`src/rtl/acc_feeder.sv`:
```
// Accumulator feeder: clears the core, streams N memory operands, captures the sum.
// Optional ACC_FEEDER_ERR_EN adds a sticky err_o flag for rejected start requests.
module acc_feeder #(
  parameter int IN_DATA_WIDTH = 8,
  parameter int ADDR_WIDTH    = 8,
  parameter int DWIDTH        = 16
) (
  input  logic                     clk,
  input  logic                     reset_n,
  input  logic                     start_i,
  input  logic [ADDR_WIDTH:0]      num_cnt_i,
  output logic                     mem_ce_o,
  output logic [ADDR_WIDTH-1:0]    mem_addr_o,
  input  logic [IN_DATA_WIDTH-1:0] mem_q_i,
  output logic                     run_o,
  output logic                     valid_o,
  output logic [IN_DATA_WIDTH-1:0] number_o,
  input  logic [DWIDTH-1:0]        core_result_i,
  output logic                     idle_o,
  output logic                     busy_o,
  output logic                     done_o,
  output logic [DWIDTH-1:0]        result_o
`ifdef ACC_FEEDER_ERR_EN
  ,
  output logic                     err_o
`endif
);

  localparam logic [2:0] S_IDLE  = 3'd0;
  localparam logic [2:0] S_RUN   = 3'd1;
  localparam logic [2:0] S_FETCH = 3'd2;
  localparam logic [2:0] S_WAIT  = 3'd3;
  localparam logic [2:0] S_DONE  = 3'd4;

  localparam logic [ADDR_WIDTH:0] MAX_N = {1'b1, {ADDR_WIDTH{1'b0}}};
  localparam logic [ADDR_WIDTH:0] ONE   = {{ADDR_WIDTH{1'b0}}, 1'b1};

  logic [2:0]            state_q, state_d;
  logic [ADDR_WIDTH:0]   cnt_tgt_q, cnt_tgt_d;
  logic [ADDR_WIDTH:0]   rd_cnt_q, rd_cnt_d;
  logic                  valid_q, valid_d;
  logic                  done_q, done_d;
  logic [DWIDTH-1:0]     result_q, result_d;
  logic                  legal;
  logic                  is_idle;
  logic                  is_fetch;

  assign legal    = (num_cnt_i != '0) && (num_cnt_i <= MAX_N);
  assign is_idle  = (state_q == S_IDLE);
  assign is_fetch = (state_q == S_FETCH);

  always_comb begin
    state_d   = state_q;
    cnt_tgt_d = cnt_tgt_q;
    rd_cnt_d  = rd_cnt_q;
    result_d  = result_q;
    done_d    = 1'b0;
    valid_d   = is_fetch;
    case (state_q)
      S_IDLE: begin
        if (start_i && legal) begin
          cnt_tgt_d = num_cnt_i;
          rd_cnt_d  = '0;
          state_d   = S_RUN;
        end
      end
      S_RUN:   state_d = S_FETCH;
      S_FETCH: begin
        rd_cnt_d = rd_cnt_q + ONE;
        if (rd_cnt_q == cnt_tgt_q - ONE)
          state_d = S_WAIT;
      end
      S_WAIT:  state_d = S_DONE;
      S_DONE: begin
        result_d = core_result_i;
        done_d   = 1'b1;
        state_d  = S_IDLE;
      end
      default: state_d = S_IDLE;
    endcase
  end

  always_ff @(posedge clk or negedge reset_n) begin
    if (!reset_n) begin
      state_q   <= S_IDLE;
      cnt_tgt_q <= '0;
      rd_cnt_q  <= '0;
      valid_q   <= 1'b0;
      done_q    <= 1'b0;
      result_q  <= '0;
    end else begin
      state_q   <= state_d;
      cnt_tgt_q <= cnt_tgt_d;
      rd_cnt_q  <= rd_cnt_d;
      valid_q   <= valid_d;
      done_q    <= done_d;
      result_q  <= result_d;
    end
  end

`ifdef ACC_FEEDER_ERR_EN
  logic err_q, err_d;
  logic accept;

  assign accept = is_idle && start_i && legal;

  always_comb begin
    err_d = err_q;
    if (accept)
      err_d = 1'b0;
    else if (start_i)
      err_d = 1'b1;
  end

  always_ff @(posedge clk or negedge reset_n) begin
    if (!reset_n) err_q <= 1'b0;
    else          err_q <= err_d;
  end

  assign err_o = err_q;
`endif

  assign run_o      = (state_q == S_RUN);
  assign mem_ce_o   = is_fetch;
  assign mem_addr_o = is_fetch ? rd_cnt_q[ADDR_WIDTH-1:0] : '0;
  assign valid_o    = valid_q;
  assign number_o   = mem_q_i;
  assign idle_o     = is_idle;
  assign busy_o     = !is_idle;
  assign done_o     = done_q;
  assign result_o   = result_q;

endmodule

```
`config.mk`:
```
export PLATFORM = sky130hd
export DESIGN_NAME = acc_feeder
export DESIGN_NICKNAME = d
export VERILOG_FILES = /design/src/rtl/acc_feeder.sv
export SDC_FILE = /design/constraint.sdc
export NUM_CORES = 1
export LEC_CHECK = 0
export BUFFER_PORTS_ARGS = -buffer_cell sky130_fd_sc_hd__buf_2
export CORE_UTILIZATION = 50
export CTS_CLUSTER_SIZE = 20
export DETAILED_ROUTE_END_ITERATION = 8
export GPL_ROUTABILITY_DRIVEN = 1
export PLACE_DENSITY = 0.9
export SLEW_MARGIN = 10
export SYNTH_ARGS = -nofsm -noshare
export SYNTH_HDL_FRONTEND = slang
export SYNTH_SLANG_ARGS = --single-unit
```
`constraint.sdc`:
```
create_clock -name clk -period 4.05 [get_ports clk]
set_input_delay 0.81 -clock clk [delete_from_list [all_inputs] [get_ports clk]]
set_output_delay 0.81 -clock clk [all_outputs]
set_load 0.05 [all_outputs]
```
# Yosys cells after proc, flatten, opt, wreduce, memory -nomap -nowiden
# Index checks and enable logic that the tools add are counted.
[word_totals]
ff_bits = 39
inputBits = 36
out_inout_bits = 38
word_cells = 32
[classes]
n_addsub = 2
magnitude_cmp = 1
n_eq_ne = 7
mux = 7
n_reduce_logical = 9
[ops]
columns = ["cell", "n"]
rows = [
  ["$pmux W9 S2", 1],
  ["$pmux W3 S4", 1],
  ["$add A9 B1 Y9 const B", 1],
  ["$eq A9 B9 Y1", 1],
  ["$le A9 B9 Y1 const B", 1],
  ["$mux W9", 1],
  ["$reduce_bool A9 Y1", 1],
  ["$sub A9 B1 Y9 const B", 1],
  ["$mux W8", 1],
  ["$eq A3 B2 Y1 const B", 2],
  ["$mux W3", 2],
  ["$reduce_and A2 Y1", 3],
  ["$ne A2 B1 Y1 const B", 2],
  ["$eq A3 B1 Y1 const B", 1],
  ["$eq A3 B3 Y1 const B", 1],
  ["$logic_not A3 Y1", 1],
  ["$logic_and A1 B1 Y1", 2],
  ["$reduce_bool A2 Y1", 1],
  ["$logic_not A1 Y1", 1],
  ["$mux W1", 1],
]

# Depth between registers and ports, before layout
# Gate-level depths: netlist of the first run.
[logic_depth]
depth_word = 5
mapped_depth = 7
depth_no_buf = 7

# Least setup slack after synthesis of the first run
# No wires, ideal clock.
[synth_path]
path_kind = "register -> output"
startpoint = "reg state_q[1]"
endpoint = "out run_o"
arrival_ps = 1770
required_time_ps = 3240
path_slack_ps = 1470
stages_incl_launch_ff = 3
n_path_buf = 1
cell_sequence = "dfrtp_1 clkbuf_1 nor3b_1"
[synth_via]
elab_chain_len = 1
[synth_rtl]
columns = ["element", "line_no", "source"]
rows = [
  ["from (decl)", "38", "logic [2:0] state_q, state_d;"],
  ["from (signal assigned)", "92", "state_q <= state_d;"],
  ["$eq A3 B1 Y1", "123", "assign run_o = (state_q == S_RUN);"],
  ["to (decl)", "15", "output logic run_o,"],
]
# Every way passes these cells.

# Final worst setup path of the first run
[layout_path]
startpoint = "reg state_q[0]"
endpoint = "out mem_ce_o"
[layout_via]
elab_chain_len = 1
[layout_rtl]
columns = ["element", "line_no", "source"]
rows = [
  ["$eq A3 B2 Y1", "50", "assign is_fetch = (state_q == S_FETCH);"],
  ["to (decl)", "12", "output logic mem_ce_o,"],
]
# Every way passes these cells.

==> flow_metrics.tcl, run 1 <==
set metrics [dict create \
    fin_skew_ps 10.4 \
    fp.dieArea_um2 4320 \
    antenna_found_initial 0 \
    cts_tree "yes" \
    seqPwrFrac_pct 34.0 \
    synth_cell_types 38 \
    sw_frac_of_total_pct 48.7 \
    status "finished clean" \
    syn-instance-count 183 \
    syn_nets 221 \
    hold_buffers 0 \
    numCtsBuffers 5 \
    yosysSeqAreaShare_pct 48.0 \
    syn2layout_area_growth_pct 17.3 \
    internal_power_mw 1.03 \
    place_congestion 0.863 \
    required_ps 3240 \
    drive_gt1_share_pct 41.6 \
    vdd_drop_max_uv 522 \
    io_pins 74 \
    max_cap_violations 0 \
    fin_tns_setup_ps 0 \
    grt_max_degree 40 \
    place.port_buffers 57 \
    rsz0062_at_grt "no" \
    core_area_um2 3770 \
    synth_area_leader_cell "dfrtp_1" \
    drv_slew 0 \
    num_vias 1583 \
    avgViaCountPerCell 5.63 \
    setup_viol 0 \
    ant_nets 0 \
    p_sw_mw 0.979 \
    placedCellCount 273 \
    hold_slack_ps 503 \
    worstMarginPinSlew_ps 1170 \
    netlist_area_um2 2030 \
    antennaDiodeCount 0 \
    async_reset_ff_share_pct 100 \
    rows 22 \
    worstSkewPairLatency_ps 300 \
    hold_class "register to register" \
    cts_sinks 39 \
    grt_overflow 0 \
    drc 0 \
    initial_core_util_pct 53.9 \
    stdcell_count 281 \
    relSlewSlack_pct 21.7 \
    hold_viol 0 \
    synth.top_cell.area_share_pct 48.0 \
    critical_path_class "register to output port" \
    cts_resized 0 \
    power_mw 2.01 \
    combinationalPowerShare_pct 51.9 \
    post_cts_buffers 0 \
    drt_wl_total_um 4420 \
    synth_area_leaders "dfrtp_1 (48%), mux2_2 (10%), mux2_4 (5.9%)" \
    yosysWarnings 0 \
    grt_pass1_wl_um 7360 \
    placed_cell_area_um2 2280 \
    period_minus_slack_ps 2960 \
    synth-edff-count 0 \
    fp.dieH_um 65.8 \
    ctsHtreeMaxLevel 2 \
    period_share_pct 73.2 \
    syn_area_per_cell_um2 11.1 \
    drt_iter0_markers 157 \
    critPathCaptureType "output port" \
    track_usage_pct 23.0 \
    place_hpwl_um 3220 \
    ctsRootBufferMaster "clkbuf_8" \
    ys.flop_type "dfrtp_1" \
    dieWidth_um 65.8 \
    ys_ff_latch 39 \
    dr.pass1.iters 4 \
    drt-wirelength-per-cell_um 15.7 \
    final_cell_area_um2 2380 \
    final_nets 270 \
    cp-start-kind "register" \
    num-fill-cells 289 \
    grt_pass1_vias 1509 \
    p_leak_nw 1.20 \
    cp_max_fo 11 \
    arrival_ps 2150 \
    clockPowerShare_pct 14.1 \
    clock_path_buffers 2 \
    p_per_area_nw_per_um2 843 \
    fmax_mhz 337 \
    cts.clk_slew.worst_paths_ps 80 \
]
state kept, by name (all words and copies together), names as in the netlist:
signal	flops
rd_cnt_q	9
valid_o	1
state_q	3
done_o	1
cnt_tgt_q	9
result_o	16
placed cells by master, fill, tap and decap left out, drive strengths merged, types with 2 or more instances in the layout:
cell type and n:
buf 58, dfrtp 39, mux2 26, o21ai 15, nor2 12, nand2 10
and3 9, xnor2 9, clkbuf 6, nor4 6, inv 5, nand3 4
xor2 3, nand4 3, a31oi 3, nor3 2, a21oi 2, a311oi 2
nand2b 2, o31ai 2, ha 2, nor3b 2
cells in the mapped netlist, types with 3 or more instances:
cell type	count
a31oi_1	3
and3_1	9
inv_1	4
clkbuf_1	5
mux2_2	18
dfrtp_1	39
o21ai_0	14
xor2_1	3
mux2_4	8
nand4_1	3
buf_4	8
nor4_1	5
nand2_1	10
nor2_1	12
nand3_1	4
xnor2_1	9
per-stage QoR:
step | utilization (%) | worst slack, ps
after global placement | 60.6 | 1490
after floorplan | - | 1470
after CTS | 63.2 | 1120
after global routing | 63.2 | 915
after detailed placement | 60.6 | 1400
final | 63.2 | 1090
layout make-up:
cell class | count | area (µm²) | area share, %
Timing Repair Buffer | 58 | 293 | 12.3
Clock buffer | 6 | 82.6 | 3.46
Multi-Input combinational cell | 123 | 937 | 39.3
Inverter | 5 | 18.8 | 0.787
Clock inverter | 2 | 16.3 | 0.682
Sequential cell | 39 | 976 | 40.9
Tap cell | 48 | 60.1 | 2.52
power groups by stage:
stage	clock network (mW)	logic [mW]	registers, mW
6_report	0.283	1.04	0.683
5_1_grt	0.304	1.10	0.712
4_1_cts	0.284	1.04	0.681
3_5_place_dp	0	1.04	0.688
3_3_place_gp	0	1.01	0.677
2_1_floorplan	0	0.599	0.912
per-layer routing:
metal	GRT usage, %	routed length [µm]	vias to the layer above
met5	0	0	-
met4	8.97	89	0
met3	6.25	343	11
met2	33.7	2090	65
met1	32.2	1890	766
li1	-	-	741
critical path, cell delays in order (launching register included):
cell     delay, ps
dfrtp_1        450
nor2_1         460
nand2_1        380
inv_2          270
buf_2          300
final timing paths:
check	start	to	slack, ps	depth (start not counted)
setup / recovery	state_q[0]	mem_ce_o	1090	4
hold / removal	result_o[13]	result_o[13]	500	1
setup reg to reg	state_q[0]	rd_cnt_q[6]	1750	6
hold reg to reg	result_o[13]	result_o[13]	500	1
max in group asynchronous	reset_n	cnt_tgt_q[2]	2910	1
min in group asynchronous	reset_n	rd_cnt_q[3]	610	1
logic make-up (layout without fill, tap and decap cells):
| kind of cell | Yosys count | count (layout) | share of synthesized area [%] |
|---|---|---|---|
| AND/OR/NAND/NOR | 57 | 57 | 15.9 |
| flip-flops | 39 | 39 | 48.0 |
| AO/OA/AOI/OAI | 26 | 26 | 7.88 |
| multiplexers | 26 | 26 | 15.9 |
| buffers and inverters | 21 | 71 | 5.85 |
| XOR/XNOR | 12 | 12 | 5.17 |
| adder cells (fa/ha/maj) | 2 | 2 | 1.23 |
Note: power is estimated with default switching activity, not from simulation.
==> run 2, diff against run 1 <==
--- a/config.mk
+++ b/config.mk
@@ -6,11 +6,11 @@
 export NUM_CORES = 1
 export LEC_CHECK = 0
 export BUFFER_PORTS_ARGS = -buffer_cell sky130_fd_sc_hd__buf_2
-export CORE_UTILIZATION = 50
+export CORE_UTILIZATION = 49
 export CTS_CLUSTER_SIZE = 20
 export DETAILED_ROUTE_END_ITERATION = 8
 export GPL_ROUTABILITY_DRIVEN = 1
-export PLACE_DENSITY = 0.9
+export PLACE_DENSITY = 0.88
 export SLEW_MARGIN = 10
 export SYNTH_ARGS = -nofsm -noshare
 export SYNTH_HDL_FRONTEND = slang
==> constraint.sdc (replaced) <==
create_clock -name clk -period 2.8 [get_ports clk]
set_input_delay 0.56 -clock clk [delete_from_list [all_inputs] [get_ports clk]]
set_output_delay 0.56 -clock clk [all_outputs]
set_load 0.05 [all_outputs]
==> run 2 against run 1 <==
  * Worst setup slack worse by 750 ps
  * Combinational power is 46% higher
  * Register-to-register slack worse by 1200 ps
  * Cell count is 1.8% higher
  * Core utilization is 2.1 points lower
  * Flip-flop and latch count stayed put
  * Clock power is 98% higher
  * Clock-buffer cell count is 1 lower
  * Wire length is 1.4% lower
  * Critical path depth is 1 lower
  * Via count is 1.6% higher
  * Largest power group unchanged
==> flow_metrics.tcl, run 2 (synthesis gave the netlist of run 1 again) <==
set metrics [dict create \
    cp_max_fo 15 \
    final_cell_mix "buf_2 (57), dfrtp_1 (39), mux2_2 (18)" \
    final_util_pct 61.2 \
    drt_iter0_markers 147 \
    hold_buffers 0 \
    cp_slowest_cell "dfrtp_1" \
    dr.pass1.iters 4 \
    ctsRootBufferMaster "clkbuf_8" \
    period_minus_slack_ps 2460 \
    max_cap_violations 0 \
    largest_register_ffs 16 \
    fp.dieH_um 66.4 \
    place.port_buffers 57 \
    antenna_found_initial 0 \
    critPathCaptureType "output port" \
    cp-start-kind "register" \
    grt_pass1_vias 1545 \
    track_usage_pct 22.1 \
    startpoint "state_q[1]" \
    final_nets 273 \
    fin_skew_ps 5.61 \
    setup_viol 0 \
    vdd_drop_max_uv 543 \
    ctsHtreeMaxLevel 2 \
    worstMarginPinSlew_ps 873 \
    hold_class "input pin to async pin" \
    num_vias 1608 \
    pre_cts_ws_ps 484 \
    p_leak_nw 1.23 \
    avgViaCountPerCell 5.62 \
    rsz0062_at_grt "no" \
    power_mw 3.08 \
    place_hpwl_um 3110 \
    numCtsBuffers 5 \
    slowest_delay_ps 610 \
    core_area_um2 4000 \
    relSlewSlack_pct 41.8 \
    drt-wirelength-per-cell_um 15.2 \
    drc 0 \
    rr_startpoint "cnt_tgt_q[0]" \
    drv_slew 0 \
    cts.clk_slew.worst_paths_ps 70 \
    drive_gt1_share_pct 42.4 \
    antennaDiodeCount 0 \
    place_congestion 0.886 \
    fmax_mhz 407 \
    final_common_cell "buf_2" \
    io_pins 74 \
    critical_path_class "register to output port" \
    grt_overflow 0 \
    syn2layout_area_growth_pct 20.4 \
    required_ps 2240 \
    p_per_area_nw_per_um2 1260 \
    worst_slack_ps 341 \
    period_share_pct 87.8 \
    clock_path_buffers 2 \
    fin_tns_setup_ps 0 \
    ant_nets 0 \
    hold_viol 0 \
    cts_tree "yes" \
    worstSkewPairLatency_ps 300 \
    status "finished clean" \
    cp_cell_sequence "nand2_1, inv_2, buf_2" \
    fp.dieArea_um2 4410 \
    dieWidth_um 66.4 \
    grt_max_degree 40 \
    rows 23 \
    drt_wl_total_um 4360 \
    post_cts_buffers 0 \
    cts_sinks 39 \
    initial_core_util_pct 50.8 \
    cts_resized 0 \
    grt_pass1_wl_um 7200 \
    arrival_ps 1900 \
]
[run 2: cell count changes in the layout (fill, tap and decap cells not counted), sizes merged]
cell    delta
clkinv     -1
clkbuf     -1
buf        +3
bufinv     +2
[run 2: layout make-up]
cell class,instances,area [µm²]
Tap cell,50,62.6
Timing Repair Buffer,61,315
Fill cell,326,1550
Clock inverter,3,67.6
Inverter,5,18.8
Sequential cell,39,976
Multi-Input combinational cell,123,937
Clock buffer,5,68.8
[run 2: worst paths after layout]
check / end / slack [ps] / cells after the start
worst max-delay path: mem_ce_o / 340 / 3
worst min-delay path: cnt_tgt_q[1] / 370 / 1
max in group asynchronous: result_o[13] / 1890 / 1
worst max register to register: state_q[0] / 590 / 7
worst min register to register: result_o[1] / 510 / 1
min in group clk: result_o[15] / 480 / 2
[run 2: worst max-delay path: cells and delay by family, from the launching register on]
family                 cells  cell delay (ps)
DFF                        1              610
buffers and inverters      2              590
and+or+nand+nor            1              390
[run 2: layer usage]
| layer | GRT usage [%] | vias to the layer above | wire, µm |
|---|---|---|---|
| li1 | - | 755 | - |
| met3 | 6.72 | 17 | 225 |
| met4 | 12.0 | 0 | 146 |
| met1 | 27.5 | 782 | 1850 |
| met2 | 34.1 | 54 | 2130 |
| met5 | 0 | - | 0 |
[run 2: per-stage QoR]
stage | instance area (µm²) | std cells | hold WS, ps
after global placement | 2310 | 278 | 486
after CTS | 2450 | 286 | 393
after floorplan | 2030 | 183 | 264
after global routing | 2450 | 286 | 440
after detailed placement | 2310 | 278 | 491
final | 2450 | 286 | 370
[run 2: where the power goes]
part	total, mW	internal [mW]	switching, mW
clock network	0.561	0.355	0.206
registers	1.00	0.773	0.227
logic	1.52	0.536	0.988
total	3.08	1.66	1.42
==> run 3, diff against run 2 <==
--- a/config.mk
+++ b/config.mk
@@ -10,6 +10,7 @@
 export CTS_CLUSTER_SIZE = 20
 export DETAILED_ROUTE_END_ITERATION = 8
 export GPL_ROUTABILITY_DRIVEN = 1
+export MAX_ROUTING_LAYER = met4
 export PLACE_DENSITY = 0.88
 export SLEW_MARGIN = 10
 export SYNTH_ARGS = -nofsm -noshare
==> run 3 against run 2 <==
  * Critical path type unchanged
  * Combinational power hardly changed
  * Core utilization stayed put
  * Final area stayed put
  * Cell count stayed put
  * Largest cell class unchanged
  * Largest power group unchanged
  * Clock-buffer cell count stayed put
  * Clock skew hardly changed
  * Fmax is 0.33% lower
  * Non-clock buffer count stayed put
  * Hold slack better by 1.6 ps
  * Worst setup slack worse by 8.1 ps
  * Flip-flop and latch count stayed put
  * Die area stayed put
==> flow_metrics.tcl, run 3 (synthesis gave the netlist of run 1 again) <==
set metrics [dict create \
    drc 0 \
    drt_iter0_markers 193 \
    vdd_drop_max_uv 544 \
    hold_buffers 0 \
    final_util_pct 61.2 \
    critPathCaptureType "output port" \
    status "finished clean" \
    endpoint "mem_ce_o" \
    worstReg2RegEnd "state_q[0]" \
    largest_register_ffs 16 \
    io_pins 74 \
    initial_core_util_pct 50.8 \
    ctsRootBufferMaster "clkbuf_8" \
    sw_frac_of_total_pct 46.2 \
    combinationalPowerShare_pct 49.4 \
    grt_overflow 0 \
    cp-start-kind "register" \
    num_vias 1601 \
    p_per_area_nw_per_um2 1260 \
    fin_tns_setup_ps 0 \
    max_cap_violations 0 \
    antenna_found_initial 0 \
    fp.dieH_um 66.4 \
    numCtsBuffers 5 \
    cts_tree "yes" \
    grt_max_degree 40 \
    post_cts_buffers 0 \
    setup_viol 0 \
    core_area_um2 4000 \
    seqPwrFrac_pct 32.4 \
    avgViaCountPerCell 5.60 \
    stdcell_count 286 \
    rr_startpoint "cnt_tgt_q[0]" \
    rrSetupSlack_ps 600 \
    ctsHtreeMaxLevel 2 \
    final_cell_mix "buf_2 (57), dfrtp_1 (39), mux2_2 (18)" \
    hold_class "input pin to async pin" \
    placed_cell_area_um2 2310 \
    r2r_cells 7 \
    cp_max_fo 15 \
    ant_nets 0 \
    startpoint "state_q[1]" \
    final_nets 273 \
    drv_slew 0 \
    worstSkewPairLatency_ps 300 \
    fmax_mhz 405 \
    place_hpwl_um 3110 \
    hold_viol 0 \
    syn2layout_area_growth_pct 20.4 \
    internal_power_mw 1.66 \
    fp.dieArea_um2 4410 \
    final_common_cell "buf_2" \
    grt_pass1_wl_um 7250 \
    clock_path_buffers 2 \
    dieWidth_um 66.4 \
    period_minus_slack_ps 2470 \
    rsz0062_at_grt "no" \
    dr.pass1.iters 4 \
    p_sw_mw 1.43 \
    antennaDiodeCount 0 \
    fin_skew_ps 5.22 \
    hold_slack_ps 372 \
    rows 23 \
    critical_path_class "register to output port" \
    p_leak_nw 1.23 \
    required_ps 2240 \
    worstMarginPinSlew_ps 879 \
    drt_wl_total_um 4380 \
    cts_resized 0 \
    period_share_pct 88.1 \
    final_cell_area_um2 2450 \
    clockPowerShare_pct 18.2 \
    relSlewSlack_pct 41.4 \
    place_congestion 0.901 \
    grt_pass1_vias 1537 \
    arrival_ps 1910 \
    cts_sinks 39 \
    track_usage_pct 22.9 \
    place.port_buffers 57 \
    placedCellCount 278 \
    cts.clk_slew.worst_paths_ps 70 \
    drt-wirelength-per-cell_um 15.3 \
    drive_gt1_share_pct 42.4 \
]
run 3: layout make-up:
class / count / area (µm²)
inverter: 5 / 18.8
fill: 326 / 1550
timing repair buffer: 61 / 315
multi-input combinational: 123 / 937
clock buffer: 5 / 68.8
clock inverter: 3 / 67.6
sequential: 39 / 976
tap: 50 / 62.6
run 3: metrics by stage:
| step | worst slack [ps] | power (mW) |
|---|---|---|
| after floorplan | 470 | 2.19 |
| after global placement | 540 | 2.47 |
| after detailed placement | 484 | 2.53 |
| after CTS | 343 | 3.10 |
| after global routing | 205 | 3.25 |
| final | 333 | 3.09 |
run 3: routing by layer:
layer | share of wire [%] | GRT usage (%) | wire length, µm
met1 | 43 | 27.9 | 1870
met2 | 48 | 34.4 | 2120
met3 | 6.1 | 6.72 | 269
met4 | 2.9 | 11.4 | 126
met5 | 0 | - | 0
run 3: worst min-delay path by stage:
stage | startpoint | to | cells past startpoint
4_1_cts | reset_n | cnt_tgt_q[5] | 1
3_5_place_dp | result_o[1] | result_o[1] | 1
5_1_grt | reset_n | rd_cnt_q[6] | 1
2_1_floorplan | reset_n | cnt_tgt_q[0] | 0
3_3_place_gp | result_o[12] | result_o[12] | 1
6_report | reset_n | cnt_tgt_q[5] | 1
run 3: power by group through the flow:
| stage | clock network, mW | logic, mW | registers [mW] |
|---|---|---|---|
| after floorplan | 0 | 0.867 | 1.32 |
| after global placement | 0 | 1.48 | 0.988 |
| final | 0.561 | 1.53 | 1.00 |
| after CTS | 0.570 | 1.53 | 0.996 |
| after detailed placement | 0 | 1.53 | 1.00 |
| after global routing | 0.596 | 1.62 | 1.03 |
run 3: critical path, stage by stage (launching register included):
cell and delay [ps]:
dfrtp_1 620, nand2_1 390, inv_2 290, buf_2 300
